**src/rtl/wide_add_sequencer.sv**
```systemverilog
// ---------------------------------------------------------------------------
// wide_add_sequencer
//
// Adds two W-bit operands (W = 32*NWORDS) plus a carry-in by sequencing them
// one 32-bit word at a time through an external 32-bit adder.
// Word 0 (bits [31:0]) is processed first. The carry ripples through
// carry_q between words.
//
// Ports
//   clk, rst_n          : clock; asynchronous active-low reset
//   in_valid / in_ready : operand request handshake (accepted only in IDLE)
//   op_a, op_b, op_cin  : W-bit operands and carry-in to word 0
//   add_a, add_b, add_c : word and carry presented to the external adder
//                         (zero outside RUN)
//   add_sum, add_cout   : combinational result from the external adder
//   out_valid/out_ready : result handshake (out_valid high in DONE)
//   out_sum, out_cout   : full-width result. It holds its value until the
//                         next operation overwrites it word by word.
//   busy                : high whenever the FSM is not IDLE
// ---------------------------------------------------------------------------
module wide_add_sequencer #(
    parameter int NWORDS = 2
) (
    input  logic                  clk,
    input  logic                  rst_n,
    input  logic                  in_valid,
    output logic                  in_ready,
    input  logic [32*NWORDS-1:0]  op_a,
    input  logic [32*NWORDS-1:0]  op_b,
    input  logic                  op_cin,
    output logic [31:0]           add_a,
    output logic [31:0]           add_b,
    output logic                  add_c,
    input  logic [31:0]           add_sum,
    input  logic                  add_cout,
    output logic                  out_valid,
    input  logic                  out_ready,
    output logic [32*NWORDS-1:0]  out_sum,
    output logic                  out_cout,
    output logic                  busy
);

    // Keep the index at least one bit wide so that NWORDS = 1 is still legal.
    localparam int IDXW = (NWORDS > 1) ? $clog2(NWORDS) : 1;
    localparam logic [IDXW-1:0] LAST_IDX = IDXW'(NWORDS - 1);

    typedef enum logic [1:0] {
        IDLE = 2'd0,
        RUN  = 2'd1,
        DONE = 2'd2
    } state_t;

    state_t                   state_q, state_d;
    logic [NWORDS-1:0][31:0]  a_q, a_d;
    logic [NWORDS-1:0][31:0]  b_q, b_d;
    logic [NWORDS-1:0][31:0]  sum_q, sum_d;
    logic [IDXW-1:0]          idx_q, idx_d;
    logic                     carry_q, carry_d;
    logic                     cout_q, cout_d;

    // Next-state logic.
    // The result register is written in place, one word per RUN cycle.
    // This means out_sum keeps showing the previous result until the new
    // words overwrite it.
    always_comb begin
        state_d = state_q;
        a_d     = a_q;
        b_d     = b_q;
        sum_d   = sum_q;
        idx_d   = idx_q;
        carry_d = carry_q;
        cout_d  = cout_q;

        case (state_q)
            IDLE: begin
                if (in_valid) begin
                    a_d     = op_a;
                    b_d     = op_b;
                    carry_d = op_cin;
                    idx_d   = '0;
                    state_d = RUN;
                end
            end
            RUN: begin
                sum_d[idx_q] = add_sum;
                carry_d      = add_cout;
                if (idx_q == LAST_IDX) begin
                    idx_d   = '0;
                    cout_d  = add_cout;
                    state_d = DONE;
                end else begin
                    idx_d = idx_q + IDXW'(1);
                end
            end
            DONE: begin
                if (out_ready) begin
                    state_d = IDLE;
                end
            end
            default: begin
                state_d = IDLE;
            end
        endcase
    end

    // All state lives here.
    // Reset clears the sequencing state and the visible result, so any
    // operation in flight is abandoned.
    always_ff @(posedge clk or negedge rst_n) begin
        if (!rst_n) begin
            state_q <= IDLE;
            a_q     <= '0;
            b_q     <= '0;
            sum_q   <= '0;
            idx_q   <= '0;
            carry_q <= 1'b0;
            cout_q  <= 1'b0;
        end else begin
            state_q <= state_d;
            a_q     <= a_d;
            b_q     <= b_d;
            sum_q   <= sum_d;
            idx_q   <= idx_d;
            carry_q <= carry_d;
            cout_q  <= cout_d;
        end
    end

    // All outputs decode directly from registers.
    // Because of that, nothing here combinationally depends on the external
    // adder or on the handshake inputs.
    assign in_ready  = (state_q == IDLE);
    assign busy      = (state_q != IDLE);
    assign out_valid = (state_q == DONE);
    assign add_a     = (state_q == RUN) ? a_q[idx_q] : 32'd0;
    assign add_b     = (state_q == RUN) ? b_q[idx_q] : 32'd0;
    assign add_c     = (state_q == RUN) ? carry_q    : 1'b0;
    assign out_sum   = sum_q;
    assign out_cout  = cout_q;

endmodule

```
**config.mk**
```make
export PLATFORM = sky130hd
export DESIGN_NAME = wide_add_sequencer
export DESIGN_NICKNAME = d
export VERILOG_FILES = /design/src/rtl/wide_add_sequencer.sv
export SDC_FILE = /design/constraint.sdc
export NUM_CORES = 1
export LEC_CHECK = 0
export CAP_MARGIN = 5
export CELL_PAD_IN_SITES_DETAIL_PLACEMENT = 0
export CELL_PAD_IN_SITES_GLOBAL_PLACEMENT = 1
export CORE_ASPECT_RATIO = 1.25
export CORE_MARGIN = 4
export CORE_UTILIZATION = 39
export DETAILED_ROUTE_END_ITERATION = 8
export PLACE_DENSITY_LB_ADDON = 0.1
export SYNTH_ARGS = -nofsm -noshare
export SYNTH_HDL_FRONTEND = slang
export SYNTH_SLANG_ARGS = --single-unit
export TNS_END_PERCENT = 10
```
**constraint.sdc**
```tcl
create_clock -name clk -period 3 [get_ports clk]
set_input_delay 0.6 -clock clk [delete_from_list [all_inputs] [get_ports clk]]
set_output_delay 0.6 -clock clk [all_outputs]
set_load 0.05 [all_outputs]
```
* After elaboration in Yosys (flattened, before gate mapping)
Cells that the tools add are included. W data, S select, Z words.
Storage, ports and cells: flip-flop bits (word level) 197, input bits 166, output and inout bits 133
Cells by class: add/sub/neg operators 1, order comparisons 2, eq/ne operators 5, mux-type cells 19, reductions and logical operators 8
Operator list (count):
- $mux W32 | 7
- $bwmux W64 | 1
- $demux W32 S1 | 1
- $mux W2 | 3
- $pmux W2 S3 | 1
- $reduce_and A2 Y1 | 3
- $mux W1 | 4
- $ne A2 B2 Y1 const B | 2
- $pmux W1 S2 | 2
- $reduce_bool A2 Y1 | 2
- $reduce_and A3 Y1 | 1
- $eq A2 B1 Y1 const B | 1
- $eq A2 B2 Y1 const B | 1
- $logic_not A2 Y1 | 1
- $lt A1 B2 Y1 const B | 1
- $ne A2 B1 Y1 const B | 1
- $add A1 B1 Y1 const B | 1
- $ge A1 B1 Y1 const B | 1
- $logic_and A1 B1 Y1 | 1

* Longest topological paths before layout
word-level depth 5, gate-level depth with buffers 5, mapped depth without buffers 2

* Worst setup path after synthesis
Ideal clock, no wire load.
path kind reg-to-output, start point register state_q[0], end point output port busy, data arrival time 1685 ps, data required time 2400 ps, setup slack 715 ps, cell stages (with the launch flop) 4, cells stage by stage dfrtp_1 > buf_4 > nor2_1 > inv_1
On the way: word-level cells in the longest chain between the ends 1
RTL lines:
- start, declared | RTL line 53 | state_t state_q, state_d;
- start signal, assigned | RTL line 119 | state_q <= state_d;
- $reduce_bool A2 Y1 | RTL line 133 | assign busy = (state_q != IDLE);
- end, declared | RTL line 40 | output logic busy
No other way between the ends.

* Worst setup path after layout
start point register state_q[1], end point output port add_a[30]
On the way: word-level cells in the longest chain between the ends 2
RTL lines:
- $eq A2 B1 Y1 | RTL line 135 | assign add_a = (state_q == RUN) ? a_q[idx_q] : 32'd0;
- $mux W32 | RTL line 135
- end, declared | RTL line 31 | output logic [31:0] add_a,
No other way between the ends.

==> results <==
- The hold violation total from the final report was 0.
- Max-cap violations in this run came to 0.
- Global routing consumed, over all layers together, 17.8% of the routing resources.
- The total of endpoints with negative setup slack in the final report is 0.
- The slew at the pin closest to its max-slew limit is 0.581 ns.
- Setup repair after global routing left no endpoint under its margin.
- The type of element capturing the critical path is a primary output.
- The number of clock buffers added by TritonCTS is 17.
- Synthesis inferred 197 register bits.
- The count of pins on the block boundary is 299.
- The critical path in this run is classified as reg -> out.
- The period utilization is 93.8%.
- Based on the critical path, the design can be clocked at up to 0.355 GHz.
- The clock root buffer is sky130_fd_sc_hd__clkbuf_16.
- Of the synthesized area, sequential elements account for 58.4%.
- The portion of synthesized area spent on multiplexers is 33.3%.
- For this design the ratio of total power to cell area is 1330 nW/um2.
- The reported leakage power is 5.16 nW.
- The final max-slew violation count is 0.
- The clock passes through at most 2 buffers.
- After synthesis the cells add up to 8440 um2.
- The largest delay contributor family on the critical path is buffers and inverters.
- Of all nets on the critical path, the largest fanout is 48.
- The relative area change from synthesis to final layout is 42.7%.
- After clock tree synthesis, the clock-pin slew on the worst setup and hold paths is 0.07 ns.
- The share of final-layout standard cells stronger than drive strength 1 is 32.4%.
- In this run, post-CTS repair resized a total of 17 instances.
- The number of global-route vias before repair is 6350.
- The number of nets handed over by synthesis was 740.
- By area the synthesized netlist is led by sky130_fd_sc_hd__dfrtp_1, sky130_fd_sc_hd__mux2_2, sky130_fd_sc_hd__mux2i_1.
- Summing the areas of all xor and xnor instances in the mapped netlist gives 0% of the synthesized area.
- The worst-case hold slack is 0.175 ns.
- In the final routed layout, each cell accounts on average for 18.8 um.
- The initialized floorplan defines 59 standard-cell rows.
- The data arrival time at the worst-slack endpoint is 2.21 ns.
- The H-tree was split into 4 levels.
- The synthesized netlist devotes 0.400% of its cell area to compound gates.
- Of the total synthesized cell area, the portion taken by full adders, half adders and majority gates is 0%.
- The number of antenna violations at the first check in global routing is 3.
- The die covers 24100 um2.
- The number of buffers inserted by post-CTS setup repair is 0.
- Counting every instance in the synthesized netlist gives 574.
- Summed over all instances, the cell type with the most area after synthesis is sky130_fd_sc_hd__dfrtp_1.
- The number of sinks driven by the clock tree is 197.
- Measured along the x axis, the die boundary spans 140 um.
- The detailed-route wire length is 21600 um.
- The number of buffers and inverters on the critical path is 2.
- Dividing the detail-routed via count by the number of cells gives 4.88.
- The flow ran to the end, and the final reports show no timing, DRC or antenna violations.
- After layout, the minimum clock period comes to 2.81 ns.
- Routability-driven placement finished with a final weighted congestion of 0.811.
- The first routing iteration left 192 violations.
- IR analysis of the VDD net gives a maximum drop of 0.781 mV.
- Walking the worst path, the cells encountered are nand2b_2 > buf_6 > nor2_1 > buf_4.
- The height of the die is 172 um.
- STA classifies the critical path startpoint as a register.
- Measured against its own limit, the worst slew margin works out to 61.3%.
- Data on the critical path is required at its endpoint by 2.40 ns.
- Clock skew on the completed layout was measured at 0.00979 ns.
- The maximum number of pins on one net before global-route repair is 70.
- The first detailed-routing pass took 4 iterations.
- The hold-fix buffer count after cts is 0.
- The insertion delay to the later sink of the worst-skew pair is 0.42 ns.
- The main combinational cell family by area after synthesis is multiplexers.
- The warning count from the yosys run is 0.
- The largest stage delay on the critical path is 0.57 ns.
- The placeable core area is 21000 um2.
- Once the floorplan was initialized, standard cells occupied 40.1% of the core.
- The total overflow left after global routing is 0.
- Once detailed placement completed, the half-perimeter wirelength came to 15700 um.
- Input and output buffers added on the ports amount to 298.
- In this run the remaining antenna-violating nets after routing total 0.
- Of the post-synthesis cell area, the dominant cell type holds 58.4%.
- The fraction of the core area covered by cells at the end of the flow is 57.2%.
- The simple-gate share of the synthesized area is 4.08%.
- Counting the fill cells in the layout gives 1763.
- The tightest min-delay check is of the in -> async type.
- The slowest cell on the critical path is sky130_fd_sc_hd__dfrtp_1.
- The number of vias in the routed layout is 5627.
- The global-route wire length before repair is 34000 um.
- The TritonCTS clock tree is yes.
- In this run the mean area of a mapped cell was 14.7 um2.
- Synthesis instantiated 22 different standard cells from the library.
- After detailed routing, the number of remaining DRC violations is 0.
- The final net count is 1030.
==> metrics by stage <==
stage / power, mW / area, um2 / setup TNS, ns / setup slack (ns) / cells
global placement: 13.9 / 11500 / 0 / 0.496 / 1119
CTS: 16.3 / 12000 / -0.0122 / -0.00631 / 1151
detailed placement: 14.1 / 11500 / 0 / 0.414 / 1119
finish: 16.1 / 12000 / 0 / 0.186 / 1153
floorplan: 11.4 / 8440 / 0 / 0.715 / 574
global route: 17.0 / 12000 / 0 / 0.00593 / 1153
==> Yosys cell counts <==
cell	n
sky130_fd_sc_hd__buf_6	15
sky130_fd_sc_hd__mux2_1	4
sky130_fd_sc_hd__a21o_1	1
sky130_fd_sc_hd__a221oi_1	1
sky130_fd_sc_hd__mux2_2	189
sky130_fd_sc_hd__nand3b_4	1
sky130_fd_sc_hd__a21oi_1	1
sky130_fd_sc_hd__clkbuf_1	1
sky130_fd_sc_hd__nor2b_1	1
sky130_fd_sc_hd__buf_2	9
sky130_fd_sc_hd__buf_1	4
sky130_fd_sc_hd__mux2i_1	64
sky130_fd_sc_hd__inv_1	3
sky130_fd_sc_hd__nor3b_1	1
sky130_fd_sc_hd__nand2b_1	4
sky130_fd_sc_hd__o21bai_1	1
sky130_fd_sc_hd__buf_4	6
sky130_fd_sc_hd__nor3b_4	2
sky130_fd_sc_hd__dfrtp_1	197
sky130_fd_sc_hd__o21ai_0	1
sky130_fd_sc_hd__nor2_1	66
sky130_fd_sc_hd__buf_8	2
==> final cells by class <==
class,count,area [um2],area share [%]
Multi-Input combinational cell,337,3190,26.5
Inverter,3,11.3,0.0935
Clock buffer,20,457,3.79
Antenna cell,2,5.00,0.0416
Tap cell,274,343,2.85
Sequential cell,197,4930,41.0
Clock inverter,12,114,0.945
Timing Repair Buffer,308,2990,24.8
==> power breakdown <==
part	leakage, nW	switching [mW]	internal, mW
logic	2.58	5.54	3.57
registers	2.30	0.764	4.04
clock network	0.276	1.03	1.14
==> final timing paths <==
| check | from | to | slack [ns] | cells after the start |
|---|---|---|---|---|
| worst min register to register | out_sum[30] | out_sum[30] | 0.50 | 1 |
| min in group clk | out_sum[30] | out_sum[30] | 0.50 | 1 |
| worst max-delay path | state_q[1] | add_a[30] | 0.19 | 4 |
| worst max register to register | idx_q | out_sum[50] | 0.86 | 3 |
| worst min-delay path | rst_n | a_q[55] | 0.17 | 1 |
| max in group asynchronous | rst_n | a_q[7] | 2.09 | 2 |
==> placed cells by master (no fill, tap or decap) <==
| cell | count |
|---|---|
| sky130_fd_sc_hd__nand3b_4 | 1 |
| sky130_fd_sc_hd__mux2_2 | 189 |
| sky130_fd_sc_hd__clkinvlp_4 | 1 |
| sky130_fd_sc_hd__inv_1 | 3 |
| sky130_fd_sc_hd__inv_8 | 1 |
| sky130_fd_sc_hd__o21ai_0 | 1 |
| sky130_fd_sc_hd__dfrtp_1 | 196 |
| sky130_fd_sc_hd__inv_6 | 3 |
| sky130_fd_sc_hd__nor3b_1 | 1 |
| sky130_fd_sc_hd__buf_12 | 5 |
| sky130_fd_sc_hd__dfrtp_4 | 1 |
| sky130_fd_sc_hd__clkbuf_8 | 3 |
| sky130_fd_sc_hd__nand2b_1 | 3 |
| sky130_fd_sc_hd__buf_4 | 52 |
| sky130_fd_sc_hd__a21o_1 | 1 |
| sky130_fd_sc_hd__clkinv_8 | 1 |
| sky130_fd_sc_hd__mux2i_1 | 64 |
| sky130_fd_sc_hd__o21bai_1 | 1 |
| sky130_fd_sc_hd__nor3b_4 | 2 |
| sky130_fd_sc_hd__a21oi_1 | 1 |
| sky130_fd_sc_hd__clkbuf_1 | 1 |
| sky130_fd_sc_hd__mux2_1 | 4 |
| sky130_fd_sc_hd__clkdlybuf4s50_1 | 232 |
| sky130_fd_sc_hd__clkbuf_16 | 17 |
| sky130_fd_sc_hd__dlygate4sd2_1 | 17 |
| sky130_fd_sc_hd__clkinv_4 | 6 |
| sky130_fd_sc_hd__nor2b_1 | 1 |
| sky130_fd_sc_hd__buf_6 | 1 |
| sky130_fd_sc_hd__nor2_1 | 66 |
| sky130_fd_sc_hd__a221oi_1 | 1 |
| sky130_fd_sc_hd__nand2b_2 | 1 |
| sky130_fd_sc_hd__diode_2 | 2 |
==> cells by family (layout without fill, tap and decap cells) <==
| group | Yosys count | in the layout |
|---|---|---|
| and+or+nand+nor | 75 | 75 |
| DFF | 197 | 197 |
| AOI/OAI and AO/OA | 5 | 5 |
| buffers and inverters | 40 | 343 |
| muxes | 257 | 257 |
| other | 0 | 2 |
==> sequential cells by signal (all words and copies together), names as in the netlist <==
name      count
state_q       2
b_q          64
a_q          64
idx_q         1
out_sum      64
out_cout      1
carry_q       1
==> layer usage <==
layer,share of wire (%),GRT usage (%),up-vias
met3,8.3,7.08,24
li1,-,-,2587
met4,1.9,5.31,2
met1,41,21.5,2806
met2,49,29.7,208
met5,0.032,0,-
Power figures use the tool's default switching activity.
